[src/rtl/dds_multi_loader.sv]
// dds_multi_loader
// Loads 40-bit tuning words into NUM_CH AD9850-class DDS chips that share one
// 8-bit data bus, then updates every loaded chip with one common fq_ud pulse so
// the chips change frequency phase-coherently. Words are written into per-channel
// shadow registers at any time. Each transfer works from an active copy taken
// when the transfer is accepted.
//
// Ports
//   clk_sys      system clock, rising edge
//   rst          asynchronous active-high reset
//   dds_load     strobe: write dds_para into shadow[dds_ch][dds_field]
//   dds_ch       target channel for dds_load (values >= NUM_CH are ignored)
//   dds_field    0 = FTW[15:0], 1 = FTW[31:16], 2 = ctrl byte, 3 = ignored
//   dds_para     write data for dds_load
//   ch_mask      channels to load, sampled when a start is accepted
//   ser_mode     1 = serial load, 0 = parallel load, sampled on accept
//   state_start  strobe: begin a transfer (honoured only when idle)
//   busy         init or transfer in progress
//   done         one-cycle pulse at the end of a transfer
//   dds_reset    master reset shared by all chips
//   w_clk        per-channel word-load clock
//   fq_ud        per-channel frequency-update strobe
//   data         shared data bus (serial data on data[7])
module dds_multi_loader #(
  parameter int NUM_CH  = 2,
  parameter int CLK_DIV = 2,
  parameter int RST_CYC = 8
) (
  input  logic              clk_sys,
  input  logic              rst,
  input  logic              dds_load,
  input  logic [2:0]        dds_ch,
  input  logic [1:0]        dds_field,
  input  logic [15:0]       dds_para,
  input  logic [NUM_CH-1:0] ch_mask,
  input  logic              ser_mode,
  input  logic              state_start,
  output logic              busy,
  output logic              done,
  output logic              dds_reset,
  output logic [NUM_CH-1:0] w_clk,
  output logic [NUM_CH-1:0] fq_ud,
  output logic [7:0]        data
);

  localparam logic [15:0] DIV_LAST = 16'(CLK_DIV - 1);
  localparam logic [15:0] RST_LAST = 16'(RST_CYC - 1);
  // INIT also spends the cycle straight after reset release in the state, with
  // outputs still at their reset values, so it ends one count later.
  localparam logic [15:0] INIT_END = 16'(RST_CYC);

  typedef enum logic [3:0] {
    ST_INIT     = 4'd0,
    ST_IDLE     = 4'd1,
    ST_MODE_RLO = 4'd2,
    ST_MODE_RHI = 4'd3,
    ST_MODE_WLO = 4'd4,
    ST_MODE_WHI = 4'd5,
    ST_MODE_FLO = 4'd6,
    ST_MODE_FHI = 4'd7,
    ST_SETUP    = 4'd8,
    ST_WHI      = 4'd9,
    ST_FQUD     = 4'd10,
    ST_DONE     = 4'd11
  } state_t;

  state_t            state_r, state_s;
  logic [15:0]       cnt_r, cnt_s;
  logic [2:0]        ch_r, ch_s;
  logic [5:0]        stb_r, stb_s;
  logic [NUM_CH-1:0] mask_r, mask_s;
  logic              ser_r, ser_s;
  logic              chip_ser_r, chip_ser_s;
  logic              accept_s;

  logic [31:0] shadow_ftw_r  [NUM_CH];
  logic [7:0]  shadow_ctrl_r [NUM_CH];
  logic [31:0] active_ftw_r  [NUM_CH];
  logic [7:0]  active_ctrl_r [NUM_CH];
  logic [31:0] act_ftw_s     [NUM_CH];
  logic [7:0]  act_ctrl_s    [NUM_CH];

  logic [3:0]        first_in_s;
  logic [3:0]        next_lat_s;
  logic [5:0]        stb_last_s;
  logic [39:0]       word_s;
  logic [39:0]       shl_s;
  logic [7:0]        par_byte_s;
  logic              ser_bit_s;
  logic [NUM_CH-1:0] onehot_s;

  logic              busy_s;
  logic              done_s;
  logic              dds_reset_s;
  logic [NUM_CH-1:0] w_clk_s;
  logic [NUM_CH-1:0] fq_ud_s;
  logic [7:0]        data_s;

  // Lowest masked channel index >= start; bit 3 flags that one was found.
  function automatic logic [3:0] find_ch(input logic [NUM_CH-1:0] mask,
                                         input logic [3:0] start);
    logic [3:0] res;
    res = 4'd0;
    for (int i = NUM_CH - 1; i >= 0; i--) begin
      res = (mask[i] && (4'(i) >= start)) ? {1'b1, 3'(i)} : res;
    end
    return res;
  endfunction

  assign first_in_s = find_ch(ch_mask, 4'd0);
  assign next_lat_s = find_ch(mask_r, {1'b0, ch_r} + 4'd1);
  assign stb_last_s = ser_r ? 6'd39 : 6'd4;

  // Next-state logic for the sequencer FSM and its counters.
  always_comb begin
    state_s    = state_r;
    cnt_s      = cnt_r;
    ch_s       = ch_r;
    stb_s      = stb_r;
    mask_s     = mask_r;
    ser_s      = ser_r;
    chip_ser_s = chip_ser_r;
    accept_s   = 1'b0;
    case (state_r)
      ST_INIT: begin
        if (cnt_r == INIT_END) begin
          state_s = ST_IDLE;
          cnt_s   = 16'd0;
        end else begin
          cnt_s = cnt_r + 16'd1;
        end
      end
      ST_IDLE: begin
        if (state_start) begin
          accept_s = 1'b1;
          mask_s   = ch_mask;
          ser_s    = ser_mode;
          cnt_s    = 16'd0;
          stb_s    = 6'd0;
          ch_s     = first_in_s[2:0];
          // An empty mask finishes at once and leaves the chip mode alone.
          if (!first_in_s[3]) begin
            state_s = ST_DONE;
          end else if (ser_mode != chip_ser_r) begin
            state_s = ST_MODE_RLO;
          end else begin
            state_s = ST_SETUP;
          end
        end else begin
          state_s = ST_IDLE;
        end
      end
      ST_MODE_RLO: begin
        if (cnt_r == DIV_LAST) begin
          state_s = ST_MODE_RHI;
          cnt_s   = 16'd0;
        end else begin
          cnt_s = cnt_r + 16'd1;
        end
      end
      ST_MODE_RHI: begin
        if (cnt_r == RST_LAST) begin
          cnt_s = 16'd0;
          // After a reset the chips are in parallel mode; serial needs the
          // 0x03 word plus an update to switch over.
          if (ser_r) begin
            state_s = ST_MODE_WLO;
          end else begin
            chip_ser_s = 1'b0;
            state_s    = ST_SETUP;
          end
        end else begin
          cnt_s = cnt_r + 16'd1;
        end
      end
      ST_MODE_WLO: begin
        if (cnt_r == DIV_LAST) begin
          state_s = ST_MODE_WHI;
          cnt_s   = 16'd0;
        end else begin
          cnt_s = cnt_r + 16'd1;
        end
      end
      ST_MODE_WHI: begin
        if (cnt_r == DIV_LAST) begin
          state_s = ST_MODE_FLO;
          cnt_s   = 16'd0;
        end else begin
          cnt_s = cnt_r + 16'd1;
        end
      end
      ST_MODE_FLO: begin
        if (cnt_r == DIV_LAST) begin
          state_s = ST_MODE_FHI;
          cnt_s   = 16'd0;
        end else begin
          cnt_s = cnt_r + 16'd1;
        end
      end
      ST_MODE_FHI: begin
        if (cnt_r == DIV_LAST) begin
          chip_ser_s = 1'b1;
          state_s    = ST_SETUP;
          cnt_s      = 16'd0;
        end else begin
          cnt_s = cnt_r + 16'd1;
        end
      end
      ST_SETUP: begin
        if (cnt_r == DIV_LAST) begin
          state_s = ST_WHI;
          cnt_s   = 16'd0;
        end else begin
          cnt_s = cnt_r + 16'd1;
        end
      end
      ST_WHI: begin
        if (cnt_r == DIV_LAST) begin
          cnt_s = 16'd0;
          if (stb_r != stb_last_s) begin
            stb_s   = stb_r + 6'd1;
            state_s = ST_SETUP;
          end else if (next_lat_s[3]) begin
            ch_s    = next_lat_s[2:0];
            stb_s   = 6'd0;
            state_s = ST_SETUP;
          end else begin
            state_s = ST_FQUD;
          end
        end else begin
          cnt_s = cnt_r + 16'd1;
        end
      end
      ST_FQUD: begin
        if (cnt_r == DIV_LAST) begin
          state_s = ST_DONE;
          cnt_s   = 16'd0;
        end else begin
          cnt_s = cnt_r + 16'd1;
        end
      end
      ST_DONE: begin
        state_s = ST_IDLE;
        cnt_s   = 16'd0;
      end
      default: begin
        state_s = ST_INIT;
        cnt_s   = 16'd0;
      end
    endcase
  end

  // Active copy as it will be after this edge, so the first strobe of a
  // transfer already drives the freshly captured word.
  always_comb begin
    for (int i = 0; i < NUM_CH; i++) begin
      act_ftw_s[i]  = (accept_s && ch_mask[i]) ? shadow_ftw_r[i]  : active_ftw_r[i];
      act_ctrl_s[i] = (accept_s && ch_mask[i]) ? shadow_ctrl_r[i] : active_ctrl_r[i];
    end
  end

  // Word, byte and bit currently due on the bus, plus the channel one-hot.
  always_comb begin
    word_s   = 40'd0;
    onehot_s = {NUM_CH{1'b0}};
    for (int i = 0; i < NUM_CH; i++) begin
      word_s      = (ch_s == 3'(i)) ? {act_ctrl_s[i], act_ftw_s[i]} : word_s;
      onehot_s[i] = (ch_s == 3'(i));
    end
    // Parallel sends the top byte (ctrl) first; serial sends bit 0 first.
    shl_s      = word_s << {stb_s, 3'b000};
    par_byte_s = shl_s[39:32];
    ser_bit_s  = word_s[stb_s];
  end

  // Pin values for the state being entered; registered below.
  always_comb begin
    busy_s      = 1'b1;
    done_s      = 1'b0;
    dds_reset_s = 1'b0;
    w_clk_s     = {NUM_CH{1'b0}};
    fq_ud_s     = {NUM_CH{1'b0}};
    data_s      = 8'd0;
    case (state_s)
      ST_INIT:     dds_reset_s = 1'b1;
      ST_IDLE:     busy_s = 1'b0;
      ST_MODE_RLO: dds_reset_s = 1'b0;
      ST_MODE_RHI: dds_reset_s = 1'b1;
      ST_MODE_WLO: data_s = 8'h03;
      ST_MODE_WHI: begin
        data_s  = 8'h03;
        w_clk_s = {NUM_CH{1'b1}};
      end
      ST_MODE_FLO: data_s = 8'd0;
      ST_MODE_FHI: fq_ud_s = {NUM_CH{1'b1}};
      ST_SETUP:    data_s = ser_s ? {ser_bit_s, 7'd0} : par_byte_s;
      ST_WHI: begin
        data_s  = ser_s ? {ser_bit_s, 7'd0} : par_byte_s;
        w_clk_s = onehot_s;
      end
      ST_FQUD:     fq_ud_s = mask_s;
      ST_DONE: begin
        busy_s = 1'b0;
        done_s = 1'b1;
      end
      default:     busy_s = 1'b0;
    endcase
  end

  // FSM state, counters and latched transfer settings.
  always_ff @(posedge clk_sys or posedge rst) begin
    if (rst) begin
      state_r    <= ST_INIT;
      cnt_r      <= 16'd0;
      ch_r       <= 3'd0;
      stb_r      <= 6'd0;
      mask_r     <= {NUM_CH{1'b0}};
      ser_r      <= 1'b0;
      chip_ser_r <= 1'b0;
    end else begin
      state_r    <= state_s;
      cnt_r      <= cnt_s;
      ch_r       <= ch_s;
      stb_r      <= stb_s;
      mask_r     <= mask_s;
      ser_r      <= ser_s;
      chip_ser_r <= chip_ser_s;
    end
  end

  // Shadow words, writable in every state.
  always_ff @(posedge clk_sys or posedge rst) begin
    if (rst) begin
      for (int i = 0; i < NUM_CH; i++) begin
        shadow_ftw_r[i]  <= 32'd0;
        shadow_ctrl_r[i] <= 8'd0;
      end
    end else if (dds_load) begin
      for (int i = 0; i < NUM_CH; i++) begin
        if (dds_ch == 3'(i)) begin
          case (dds_field)
            2'd0:    shadow_ftw_r[i][15:0]  <= dds_para;
            2'd1:    shadow_ftw_r[i][31:16] <= dds_para;
            2'd2:    shadow_ctrl_r[i]       <= dds_para[7:0];
            default: shadow_ctrl_r[i]       <= shadow_ctrl_r[i];
          endcase
        end
      end
    end
  end

  // Active words used by the transfer in flight.
  always_ff @(posedge clk_sys or posedge rst) begin
    if (rst) begin
      for (int i = 0; i < NUM_CH; i++) begin
        active_ftw_r[i]  <= 32'd0;
        active_ctrl_r[i] <= 8'd0;
      end
    end else begin
      for (int i = 0; i < NUM_CH; i++) begin
        active_ftw_r[i]  <= act_ftw_s[i];
        active_ctrl_r[i] <= act_ctrl_s[i];
      end
    end
  end

  // Output pin registers.
  always_ff @(posedge clk_sys or posedge rst) begin
    if (rst) begin
      busy      <= 1'b0;
      done      <= 1'b0;
      dds_reset <= 1'b0;
      w_clk     <= {NUM_CH{1'b0}};
      fq_ud     <= {NUM_CH{1'b0}};
      data      <= 8'd0;
    end else begin
      busy      <= busy_s;
      done      <= done_s;
      dds_reset <= dds_reset_s;
      w_clk     <= w_clk_s;
      fq_ud     <= fq_ud_s;
      data      <= data_s;
    end
  end

endmodule
[config.mk]
export PLATFORM = sky130hd
export DESIGN_NAME = dds_multi_loader
export DESIGN_NICKNAME = d
export VERILOG_FILES = /design/src/rtl/dds_multi_loader.sv
export SDC_FILE = /design/constraint.sdc
export NUM_CORES = 1
export LEC_CHECK = 0
export CAP_MARGIN = 20
export CORE_UTILIZATION = 25
export CTS_CLUSTER_DIAMETER = 40
export DETAILED_ROUTE_END_ITERATION = 8
export HOLD_SLACK_MARGIN = 0.05
export SKIP_LAST_GASP = 1
export SYNTH_ARGS = -nofsm -noshare
export SYNTH_HDL_FRONTEND = slang
export SYNTH_SLANG_ARGS = --single-unit
[constraint.sdc]
create_clock -name clk_sys -period 12.3 [get_ports clk_sys]
set_input_delay 1.23 -clock clk_sys [delete_from_list [all_inputs] [get_ports clk_sys]]
set_output_delay 1.23 -clock clk_sys [all_outputs]
set_load 0.01 [all_outputs]
==> impl_metrics.py <==
metrics = {
    "synthesis": {
        "synth-edff-count": 0,
        "synth_cells": 836,
        "yosysWarnings": 0,
        "synth_top_flop_cell": "dfrtp_1",
        "yosys.area.top_type": "dfrtp_1",
        "seq_area_frac_synth": 0.5239,
        "synth.area.top_cells": "dfrtp_1 (52%), mux2_2 (19%), mux2i_1 (2.7%)",
        "synthArstFlopShare": 1.000,
        "syn-cell-area_um2": 9935,
        "syn_nets": 869,
        "yosysMostFrequentCell": "dfrtp_1",
        "netlist.area_leader.share": 0.5239,
        "ys_types": 69,
        "synth.avg_cell_area_um2": 11.88,
        "ys_ff_latch": 208,
        "synthTopCellsByCount": "dfrtp_1 (208), mux2_2 (164), nand2_1 (58), nor2_1 (51), inv_1 (33)",
    },
    "critical_path": {
        "path_cells": "clkdlybuf4s50_1 -> nor2_1 -> nor3_1 -> o211ai_1 -> buf_4 -> o21ba_1 -> o211ai_1 -> a21oi_1 -> a2111oi_0 -> or4_1 -> o32ai_2",
        "critPathRequiredTime_ps": 12760,
        "rrSetupSlack_ps": 7820,
        "cp_num_buf_inv": 2,
        "critical_path.top_delay_family": "compound AO/OA/AOI/OAI gates",
        "cp_common_cell": "o211ai_1",
        "cp.arrival_ps": 5140,
        "r2r.worst_path.cells": 10,
        "max_stage_delay_ps": 860,
        "cp-start-kind": "primary input",
        "crit_path_start": "state_start",
        "cp-end-kind": "flip-flop",
        "cp_max_fo": 25,
        "path_class": "in -> reg",
        "r2r-start": "ser_r$_DFF_PP0_",
        "slowest_stage": "o21ba_1",
        "r2r_end": "data[7]$_DFF_PP0_",
    },
    "cts": {
        "postCtsSetupRepairBufs": 0,
        "cts-resized-gates": 0,
        "cts-hold-fix-buffers": 0,
        "cts_root_buffer": "clkbuf_16",
        "cts.path.max_buffers": 3,
        "htreeDepth": 1,
        "clk_pin_slew_ps": 50,
        "clk_latency_ps": 550,
        "cts_tree": "done",
        "cts_buffers": 29,
        "clock_sinks": 208,
    },
    "hold_path": {
        "whs_path_depth": 2,
        "min_path_type": "reg -> reg",
        "hold_start": "active_ftw_r[24]$_DFF_PP0_",
        "whs_endpoint": "active_ftw_r[24]$_DFF_PP0_",
    },
    "sta": {
        "skew_ps": 8.308,
        "worst_slack_ps": 7620,
        "setup_tns_ps": 0,
        "relSlewSlack": 0.3537,
        "slew_viol_final": 0,
        "post-route-period-util": 0.3805,
        "rsz0062_at_grt": "no",
        "hold_viol": 0,
        "period_needed_ps": 4680,
        "setup_violations": 0,
        "fmax_mhz": 213.7,
        "worstMarginPinSlew_ps": 967.2,
    },
    "pwr": {
        "pwr_density_cell_nw_per_um2": 232.4,
        "seq_power_share": 0.345,
        "p_switching_uw": 985.6,
        "clockPowerShare": 0.307,
        "comb_power_share": 0.348,
        "peakVddDrop_mv": 0.1256,
        "leakage_uw": 0.005497,
        "swShare": 0.3557,
        "p_int_uw": 1785,
    },
    "global_routing": {
        "first_global_vias": 6963,
        "grt-ovfl-total": 0,
        "grt_pass1_wl_um": 39430,
        "grt_max_degree": 128,
        "antenna_found_initial": 0,
        "grtUsageTotal": 0.1210,
        "grtUsageMet3": 0.02154,
        "grt_util_met1": 0.1601,
        "grt_busiest_layer": "met2",
        "met2_usage": 0.2016,
    },
    "run_status": {
        "status": "complete, no violations",
    },
    "drt": {
        "drc": 0,
        "ant_nets": 0,
        "wl_per_cell_um": 17.23,
        "first_pass_iters": 5,
        "vias": 6753,
        "drt_iter0_markers": 453,
        "avgViaCountPerCell": 4.766,
        "totalWireLength_um": 24420,
    },
    "placed_design": {
        "portBuffers": 42,
        "place_inst": 1362,
        "gp_congestion": 0.8607,
        "place_ws_ps": 7067,
        "placed_area_um2": 10890,
        "hpwl_um": 16900,
    },
    "floorplanning": {
        "num_rows": 72,
        "die_w_um": 201.3,
        "initial_core_util": 0.2553,
        "ioPinCount": 43,
        "core_area_um2": 38920,
        "die-area_um2": 40540,
        "fp.dieH_um": 201.3,
    },
    "finish": {
        "final_util": 0.3063,
        "num_antenna_cells": 0,
        "final_area_um2": 11920,
        "final_cells": 1417,
        "final_nets": 909,
        "synthToLayoutAreaGrowth_pct": 19.97,
        "drive_gt1_frac": 0.2814,
    },
    "flow_run": {
        "max_cap_viol_count": 0,
    },
}
[logic make-up (layout without fill, tap and decap cells)]
logic type	after synthesis	after routing	share of synthesized area
multiplexers	192	192	0.2142
AO/OA/AOI/OAI	120	120	0.09194
adder cells (fa/ha/maj)	5	5	0.006297
XOR/XNOR	16	16	0.01411
buffers and inverters	77	140	0.03312
AND/OR/NAND/NOR	218	218	0.1164
flip-flops	208	208	0.5239
[area by class of cell]
type	instances	area [µm²]
multi-input combinational	551	4413
clock buffer	30	739.5
clock inverter	24	266.5
sequential	208	5205
tap	518	648.1
timing repair buffer	51	508.0
fill	3976	27000
inverter	35	138.9
[worst max-delay path by stage]
stage               cells past startpoint  slack (ps)                    endpoint
global route                           11        7400           data[7]$_DFF_PP0_
floorplan                               1        5390  active_ctrl_r[0]$_DFF_PP0_
global placement                       11        7130           data[7]$_DFF_PP0_
CTS                                    11        7620           data[7]$_DFF_PP0_
finish                                 11        7620           data[7]$_DFF_PP0_
detailed placement                     12        7070           data[7]$_DFF_PP0_
[sequential cells by signal (all words and copies together) (netlist names)]
name           flops
fq_ud              2
chip_ser_r         1
ch_r               3
state_r            4
dds_reset          1
data               8
mask_r             2
w_clk              2
cnt_r             16
shadow_ctrl_r     16
done               1
busy               1
ser_r              1
active_ftw_r      64
shadow_ftw_r      64
stb_r              6
active_ctrl_r     16
[tightest hold or removal path: stages (launching register included)]
cell     delay, ps
dfrtp_1        320
mux2i_1         80
inv_1           50
[power by group through the flow]
stage | combinational [µW] | clock [µW] | sequential [µW]
after global routing | 1060 | 902 | 981
after global placement | 961 | 0 | 964
after floorplan | 722 | 0 | 935
after detailed placement | 964 | 0 | 970
final | 963 | 851 | 957
after CTS | 970 | 870 | 958
[cells in the final DEF (no fill, tap or decap), types with 4 or more instances in the layout]
master,count
clkbuf_16,29
nor2b_1,5
buf_4,8
a21oi_1,18
dfrtp_1,208
mux2i_1,27
xor2_1,8
nand4_1,9
inv_1,32
a22oi_1,10
and3_1,8
inv_6,4
a221oi_1,7
o21ai_0,18
nand2b_1,6
inv_8,4
or4_1,4
nor2_1,51
clkinv_2,6
a21o_1,4
and2_1,6
clkinv_4,4
clkdlybuf4s50_1,42
mux2_2,164
or4_4,5
a211oi_1,9
or3_1,5
ha_1,5
xnor2_1,8
nor3_1,11
nand3_1,22
o21a_1,4
nand2_1,57
nor4_1,9
o211ai_1,10
[routing by layer]
metal  up-vias  routed length [µm]
li1       3123                   -
met1      3457               11090
met2       124               11690
met3        49                1002
met4         0                 631
met5         -                   0
[stage by stage]
stage	power, µW	hold WS [ps]
6_report	2770	480.2
5_1_grt	2938	504.8
4_1_cts	2798	485.5
3_5_place_dp	1935	471.8
3_3_place_gp	1925	473.2
2_1_floorplan	1657	448.2
(Power assumes the default switching activity.)
